===== src/rtl/chroma_supersample_4x4.sv =====
// rtl/chroma_supersample_4x4.sv - 4x4 to 8x8 chroma upsampler by 2x2 nearest-neighbour replication
// One register stage: the 4x4 block is captured on valid_in and fanned out to the 8x8 view.
module chroma_supersample_4x4 #(
  parameter  int CH = 3,
  parameter  int W  = 9,
  localparam int CW = $clog2(CH + 1)
) (
  input  logic                       clock,
  input  logic                       reset,
  input  logic [CW-1:0]              ch,
  input  logic                       valid_in,
  input  logic [3:0][3:0][W-1:0]     block_in,
  output logic [7:0][7:0][W-1:0]     block_out,
  output logic [CW-1:0]              ch_out,
  output logic                       valid_out
);

  logic [3:0][3:0][W-1:0] r_blk;
  logic [CW-1:0]          r_ch;
  logic                   r_valid;

  // Data only loads on valid_in so idle-cycle garbage (including X) never reaches the outputs.
  always_ff @(posedge clock or posedge reset) begin
    if (reset) begin
      r_blk   <= '0;
      r_ch    <= '0;
      r_valid <= 1'b0;
    end else begin
      r_valid <= valid_in;
      if (valid_in) begin
        r_blk <= block_in;
        r_ch  <= ch;
      end
    end
  end

  // Replication is pure wiring, so only the 16 source samples need storage.
  for (genvar g_r = 0; g_r < 8; g_r++) begin : g_row
    for (genvar g_c = 0; g_c < 8; g_c++) begin : g_col
      assign block_out[g_r][g_c] = r_blk[g_r/2][g_c/2];
    end
  end

  assign ch_out    = r_ch;
  assign valid_out = r_valid;

endmodule


===== config.mk =====
export PLATFORM = sky130hd
export DESIGN_NAME = chroma_supersample_4x4
export DESIGN_NICKNAME = d
export VERILOG_FILES = /design/src/rtl/chroma_supersample_4x4.sv
export SDC_FILE = /design/constraint.sdc
export NUM_CORES = 1
export LEC_CHECK = 0
export ABC_AREA = 0
export CAP_MARGIN = 5
export CELL_PAD_IN_SITES_DETAIL_PLACEMENT = 1
export CELL_PAD_IN_SITES_GLOBAL_PLACEMENT = 2
export CORE_AREA = 4 4 285 287
export DETAILED_ROUTE_END_ITERATION = 6
export DIE_AREA = 0 0 289 291
export GPL_ROUTABILITY_DRIVEN = 1
export GPL_TIMING_DRIVEN = 0
export PLACE_DENSITY = 0.65
export SKIP_LAST_GASP = 1
export SLEW_MARGIN = 20
export SYNTH_ARGS = -nofsm -noshare
export SYNTH_HDL_FRONTEND = slang
export SYNTH_SLANG_ARGS = --single-unit

===== constraint.sdc =====
create_clock -name clock -period 6.56 [get_ports clock]
set_clock_uncertainty 0.2 [all_clocks]
set_input_delay 1.968 -clock clock [delete_from_list [all_inputs] [get_ports clock]]
set_output_delay 1.968 -clock clock [all_outputs]
set_load 0.1 [all_outputs]

==> impl_metrics.tcl, run 1 <==
set metrics [dict create \
    status "completed" \
    syn-num-nets 891 \
    grt_antenna_before_repair 2 \
    hold_path_class "reg -> reg" \
    grt_pass1_vias 8381 \
    grtUsageTotal_pct 9.231 \
    post_cts_resized 0 \
    place_area_um2 17400 \
    fin_crit_ns 4.588 \
    fillers 8952 \
    cp-start-kind "flop" \
    max-clock-path-buffers 2 \
    drt_first_pass_iters 4 \
    crit_fanout 5 \
    htreeDepth 4 \
    p_leak_nw 7.637 \
    cpMaxStageDelayCell "clkdlybuf4s50_1" \
    root_buffer "clkbuf_16" \
    multiInputGateArea_um2 1644 \
    clkSinkCount 147 \
    cts_made_buffers 17 \
    io_buffers 727 \
    hold_viol_final 0 \
    core_area_um2 78610 \
    drive_above_1_share_pct 41.74 \
    tightest_slew_ns 1.097 \
    antenna_cells 0 \
    max_slew_margin_pct 26.64 \
    place_inst 2520 \
    finalCritPeriodShare_pct 69.94 \
    maxCapViolCount 0 \
    worstPathCellList "buf_4 -> clkdlybuf4s50_1" \
    num_io_pins 728 \
    drt-total-wl_um 40210 \
    hpwl_um 33620 \
    rsz0062_at_grt "no" \
    holdWs_ns 0.3164 \
    post_cts_buffers 0 \
    nNetsFinal 1638 \
    area_growth_pct 105.3 \
    syn_area_um2 8775 \
    drv_slew 0 \
    setup_viol 0 \
    synthDistinctLibCells 6 \
    initial_core_util_pct 11.16 \
    netlist_instances 742 \
    critPathKind "reg -> out" \
    ys_ff_latch 147 \
    ir_drop_mv 0.1478 \
    cp.required_ns 4.39 \
    place_congestion 0.7432 \
    max_freq_mhz 218.0 \
    fin_tns_setup_ns 0 \
    wl_per_cell_um 15.76 \
    utilization_pct 22.91 \
    gr-total-overflow 0 \
    ctsHoldBuffers 0 \
    clock_latency_ns 0.45 \
    vias 7517 \
    fin_area_um2 18010 \
    ys_seq_area_share_pct 41.92 \
    die-width_um 289 \
    drc 0 \
    die_area_um2 84100 \
    final_cells 2552 \
    ff_latch_area_um2 3679 \
    viasPerCell 2.946 \
    cts_tree "yes" \
    path_clk_slew_ns 0.07 \
    max_stage_delay_ns 1.14 \
    avgSynthCellArea_um2 11.83 \
    die_h_um 291 \
    power_density_nw_per_um2 348.9 \
    critPathCaptureType "output pin" \
    drt_iter0_drc 84 \
    synth_warnings 0 \
    grt_pass1_wl_um 57240 \
    grt_max_degree 78 \
    crit_arrival_ns 2.42 \
    postRouteAntennaNets 0 \
    rows 103 \
]
-- placed cells by master (no fill, tap or decap) --
master,Yosys,final
buf_16,0,1
buf_4,432,432
buf_6,6,6
bufinv_16,0,2
clkbuf_1,0,1
clkbuf_16,0,17
clkbuf_8,10,13
clkdlybuf4s50_1,0,727
clkinv_4,0,3
clkinvlp_4,0,1
dfrtp_1,147,147
inv_6,0,4
inv_8,0,2
mux2_2,146,146
-- per-stage QoR --
step                      total power [mW]  worst slack [ns]
after floorplan                      4.341            0.4407
after global placement               5.270            -2.202
after detailed placement             5.291             2.422
after CTS                            6.398             1.874
after global routing                 6.510             1.839
final                                6.283             1.972
-- path summary, 6_finish.rpt --
kind	start	endpoint	slack, ns	cells after the start
min in group asynchronous	reset	block_out[348]	1.75	2
min	ch_out[1]	ch_out[1]	0.32	1
min reg2reg	ch_out[1]	ch_out[1]	0.32	1
max in group asynchronous	reset	block_out[18]	3.57	3
max reg2reg	block_out[475]	block_out[475]	5.35	1
max	block_out[475]	block_out[556]	1.97	2
-- state kept, by name (all words and copies together), names as in the netlist --
register,count
block_out,144
ch_out,2
valid_out,1
-- report_power, final --
group | leakage [nW] | internal (mW) | switching (mW) | total (mW)
clock network | 0.297 | 0.600 | 0.443 | 1.04
logic | 5.62 | 1.05 | 3.04 | 4.09
registers | 1.72 | 0.997 | 0.157 | 1.15
-- area by class of cell --
type,count,area share (%)
Inverter,1,0.06252
Buffer,448,19.15
Sequential cell,147,20.42
Clock buffer,21,2.612
Multi-Input combinational cell,146,9.128
Clock inverter,11,0.7780
Tap cell,1050,7.294
Timing Repair Buffer,728,40.56
-- cells in the mapped netlist, drive strengths merged --
cell | instances | area (um^2)
buf | 438 | 3311
clkbuf | 10 | 137.6
dfrtp | 147 | 3679
inv | 1 | 3.750
mux2 | 146 | 1644
-- kinds of logic after synthesis --
family | count (synthesis) | share of synthesized area (%)
DFF | 147 | 41.92
muxes | 146 | 18.74
buffers and inverters | 449 | 39.34
-- per-layer routing --
metal	vias up	routed length (um)	track usage [%]
met5	-	0	0
met4	0	618	2.663
met3	25	3605	3.391
met2	438	21350	17.42
met1	3599	14640	9.432
li1	3455	-	-
-- worst max-delay path: cells and delay by family (launching register included) --
kind / cells / cell delay (ns)
buffers and inverters: 2 / 1.33
DFF: 1 / 0.63
Note: power is estimated with default switching activity, not from simulation.
==> inputs of run 2 (changes only) <==
==> constraint.sdc (replaced) <==
create_clock -name clock -period 4.5 [get_ports clock]
set_clock_uncertainty 0.2 [all_clocks]
set_input_delay 1.35 -clock clock [delete_from_list [all_inputs] [get_ports clock]]
set_output_delay 1.35 -clock clock [all_outputs]
set_load 0.1 [all_outputs]
==> run 2 against run 1 <==
  * Count of clock-buffer cells in the layout unchanged
  * Sequential power is 46% higher
  * Cell count up 0.16%
  * Die area unchanged
  * Setup slack worse by 1.7 ns
  * Wire length shrank 0.64%
  * Critical path depth unchanged
  * Power up 43%
  * Final area about the same
  * Sequential share of layout area about the same
  * Flip-flop and latch count is the same
  * Register-to-register slack worse by 2.2 ns
  * Critical path type unchanged
  * Highest routed layer unchanged
==> impl_metrics.tcl, run 2 (synthesis gave the netlist of run 1 again) <==
set metrics [dict create \
    utilization_pct 22.91 \
    cp-start-kind "flop" \
    initial_core_util_pct 11.16 \
    maxCapViolCount 0 \
    num_io_pins 728 \
    power_density_nw_per_um2 499.8 \
    finalCritPeriodShare_pct 92.96 \
    mostFrequentLayoutCells "727 x clkdlybuf4s50_1, 432 x buf_4, 147 x dfrtp_1" \
    die_h_um 291 \
    root_buffer "clkbuf_16" \
    cts_made_buffers 17 \
    max_stage_delay_ns 1.15 \
    ctsHoldBuffers 0 \
    drt_iter0_drc 91 \
    fillers 8936 \
    hpwl_um 33840 \
    path_clk_slew_ns 0.07 \
    drv_slew 0 \
    largest_reg_flops 144 \
    grt_pass1_wl_um 57840 \
    setup_viol 0 \
    rows 103 \
    drt-total-wl_um 39960 \
    critPathKind "reg -> out" \
    drive_above_1_share_pct 41.73 \
    place_ws_ns 0.7282 \
    final_common_cell "clkdlybuf4s50_1" \
    place_inst 2524 \
    cts_tree "yes" \
    viasPerCell 2.977 \
    cp_top_family "buffers and inverters" \
    grt_max_degree 33 \
    grt_antenna_before_repair 1 \
    cpMaxStageDelayCell "clkdlybuf4s50_1" \
    postRouteAntennaNets 0 \
    die-width_um 289 \
    path_buf_inv 2 \
    cp.required_ns 2.95 \
    hold_viol_final 0 \
    ff_latch_area_um2 3679 \
    crit_arrival_ns 2.63 \
    status "completed" \
    critPathCaptureType "output pin" \
    final_cells 2556 \
    max_slew_margin_pct 28.75 \
    fin_crit_ns 4.183 \
    tightest_slew_ns 1.065 \
    gr-total-overflow 0 \
    fin_ws_ns 0.3169 \
    io_buffers 727 \
    post_cts_buffers 0 \
    core_area_um2 78610 \
    post_cts_resized 0 \
    place_congestion 0.7399 \
    grt_pass1_vias 8646 \
    clock_latency_ns 0.45 \
    nNetsFinal 1642 \
    clkSinkCount 147 \
    htreeDepth 4 \
    vias 7609 \
    crit_fanout 5 \
    grtUsageTotal_pct 9.267 \
    rsz0062_at_grt "no" \
    wl_per_cell_um 15.63 \
    drt_first_pass_iters 4 \
    hold_path_class "reg -> reg" \
    max_freq_mhz 239.1 \
    multiInputGateArea_um2 1644 \
    drc 0 \
    ir_drop_mv 0.2100 \
    max-clock-path-buffers 2 \
    p_leak_nw 7.622 \
    fin_tns_setup_ns 0 \
    die_area_um2 84100 \
    area_growth_pct 105.2 \
    worstPathCellList "buf_4 -> clkdlybuf4s50_1" \
]
run 2: cell types whose count changed in the layout (fill, tap and decap cells not counted), sizes merged:
cell,previous run,this run
diode,0,1
clkinv,3,5
inv,6,2
buf,439,443
bufinv,2,0
clkinvlp,1,4
run 2: final timing paths:
kind | start | end | slack, ns | cells after the start
min in group asynchronous | reset | block_out[170] | 1.02 | 2
setup reg to reg | block_out[5] | block_out[5] | 3.14 | 1
max in group asynchronous | reset | block_out[19] | 2.14 | 5
hold / removal | ch_out[0] | ch_out[0] | 0.32 | 1
setup / recovery | block_out[5] | block_out[77] | 0.32 | 2
hold reg to reg | ch_out[0] | ch_out[0] | 0.32 | 1
run 2: metrics by stage:
stage                     hold WS (ns)  area (um^2)  power (mW)
after floorplan                 0.9860         8778       6.328
after global placement          0.2955        17370       7.678
after detailed placement        0.3012        17480       7.716
after CTS                       0.3282        18010       9.165
after global routing            0.3569        18010       9.325
final                           0.3171        18010       9.001
run 2: layout make-up:
class,count,share of cell area (%)
timing repair buffer,732,41.00
sequential,147,20.43
buffer,448,19.15
multi-input combinational,146,9.129
tap,1050,7.295
clock buffer,21,2.501
clock inverter,10,0.4446
inverter,1,0.04168
antenna,1,0.01389
run 2: power breakdown:
part | internal [mW] | switching [mW]
Combinational | 1.54 | 4.42
Sequential | 1.45 | 0.231
Clock | 0.721 | 0.636
run 2: layer usage:
metal / vias up / part of all wire, % / GRT usage [%]
li1: 3473 / - / -
met3: 30 / 9.0 / 3.281
met1: 3669 / 36 / 9.378
met2: 437 / 54 / 17.58
met4: 0 / 1.9 / 2.903
met5: - / 0 / 0
==> inputs of run 3 (changes only) <==
--- a/config.mk
+++ b/config.mk
@@ -10,13 +10,13 @@
 export CELL_PAD_IN_SITES_DETAIL_PLACEMENT = 1
 export CELL_PAD_IN_SITES_GLOBAL_PLACEMENT = 2
 export CORE_AREA = 4 4 285 287
+export CTS_CLUSTER_DIAMETER = 40
 export DETAILED_ROUTE_END_ITERATION = 6
 export DIE_AREA = 0 0 289 291
 export GPL_ROUTABILITY_DRIVEN = 1
 export GPL_TIMING_DRIVEN = 0
 export PLACE_DENSITY = 0.65
 export SKIP_LAST_GASP = 1
-export SLEW_MARGIN = 20
 export SYNTH_ARGS = -nofsm -noshare
 export SYNTH_HDL_FRONTEND = slang
 export SYNTH_SLANG_ARGS = --single-unit
==> run 3 against run 2 <==
  * Sequential power barely moved
  * Final area shrank 0.15%
  * Worst hold slack lost 0.0042 ns
  * Flip-flop and latch count stayed put
  * First-iteration DRC count up 6.6%
  * Power about the same
  * Maximum frequency is 0.24% higher
  * Via count grew 0.29%
==> impl_metrics.tcl, run 3 (synthesis gave the netlist of run 1 again) <==
set metrics [dict create \
    critPathKind "reg -> out" \
    grt_pass1_vias 8604 \
    cts_tree "yes" \
    power_density_nw_per_um2 500.7 \
    viasPerCell 2.986 \
    area_growth_pct 104.9 \
    post_cts_buffers 0 \
    drt-total-wl_um 39930 \
    drv_slew 0 \
    route.met3.wl_um 3747 \
    max_slew_margin_pct 28.29 \
    fillers 8966 \
    rows 103 \
    cts_made_buffers 17 \
    met1Wirelength_um 14270 \
    place_area_um2 17450 \
    die_area_um2 84100 \
    fin_ws_ns 0.3270 \
    postRouteAntennaNets 0 \
    num_io_pins 728 \
    status "completed" \
    fin_tns_setup_ns 0 \
    hold_viol_final 0 \
    grt_antenna_before_repair 1 \
    cpMaxStageDelayCell "clkdlybuf4s50_1" \
    cp_top_family "buffers and inverters" \
    crit_arrival_ns 2.62 \
    final_common_cell "clkdlybuf4s50_1" \
    clock_latency_ns 0.46 \
    hold_path_class "reg -> reg" \
    vias 7631 \
    initial_core_util_pct 11.16 \
    max-clock-path-buffers 2 \
    die-width_um 289 \
    drc 0 \
    fin_crit_ns 4.173 \
    final_cells 2556 \
    place_congestion 0.7399 \
    maxCapViolCount 0 \
    hpwl_um 33930 \
    place_inst 2523 \
    root_buffer "clkbuf_16" \
    htreeDepth 4 \
    p_leak_nw 7.603 \
    rsz0062_at_grt "no" \
    p_total_mw 9.004 \
    clkSinkCount 147 \
    cp-start-kind "flop" \
    largest_reg_flops 144 \
    core_area_um2 78610 \
    cp.required_ns 2.95 \
    drt_first_pass_iters 4 \
    worstPathCellList "buf_4 -> clkdlybuf4s50_1" \
    wl_per_cell_um 15.62 \
    place_ws_ns 0.7324 \
    met2_wirelength_um 21260 \
    die_h_um 291 \
    top_layer_used "met4" \
    gr-total-overflow 0 \
    drt_iter0_drc 97 \
    grt_pass1_wl_um 57410 \
    post_cts_resized 0 \
    grtUsageTotal_pct 9.211 \
    crit_fanout 5 \
    path_buf_inv 2 \
    tightest_slew_ns 1.072 \
    max_stage_delay_ns 1.14 \
    mostFrequentLayoutCells "727 x clkdlybuf4s50_1, 432 x buf_4, 147 x dfrtp_1" \
    io_buffers 727 \
    grt_max_degree 41 \
    setup_viol 0 \
    path_clk_slew_ns 0.07 \
    fin_area_um2 17980 \
    ir_drop_mv 0.1868 \
    finalCritPeriodShare_pct 92.73 \
    ctsHoldBuffers 0 \
    nNetsFinal 1641 \
    drive_above_1_share_pct 41.66 \
    critPathCaptureType "output pin" \
    max_freq_mhz 239.6 \
]
[run 3: changes by cell type in the layout (fill, tap and decap cells not counted)]
cell and delta:
clkinvlp_4 +2, buf_16 -1, inv_6 +1, clkbuf_1 +1, clkinv_4 -3
[run 3: where the power goes]
group          switching, mW  internal, mW  leakage [nW]
logic                   4.42          1.53          5.64
clock network          0.641         0.723         0.244
registers              0.231          1.45          1.72
[run 3: final timing paths]
check | endpoint | depth (start not counted) | slack, ns | start
min reg2reg | ch_out[0] | 1 | 0.31 | ch_out[0]
max reg2reg | block_out[5] | 1 | 3.16 | block_out[5]
max in group asynchronous | block_out[21] | 4 | 2.24 | reset
min | ch_out[0] | 1 | 0.31 | ch_out[0]
min in group asynchronous | block_out[486] | 2 | 1.03 | reset
max | block_out[86] | 2 | 0.33 | block_out[5]
[run 3: layout make-up]
cell class	instances	area [um^2]	area share (%)
plain buffers	448	3448	19.17
clock inverters	10	77.57	0.4314
repair buffers	731	7357	40.91
inverters	1	7.507	0.04174
clock buffers	22	454.2	2.526
flip-flops and latches	147	3679	20.46
diodes	1	2.502	0.01391
multi-input cells	146	1644	9.142
well taps	1050	1314	7.305
[run 3: layer usage]
metal  track usage, %  up-vias
li1                 -     3475
met1            9.257     3691
met2            17.45      438
met3            3.641       27
met4            2.519        0
met5                0        -
[run 3: stage by stage]
stage	hold WS (ns)	utilization (%)
final	0.3129	22.88
after global routing	0.3436	22.87
after CTS	0.3181	22.87
after detailed placement	0.2982	22.20
after global placement	0.2955	22.09
after floorplan	0.9860	-
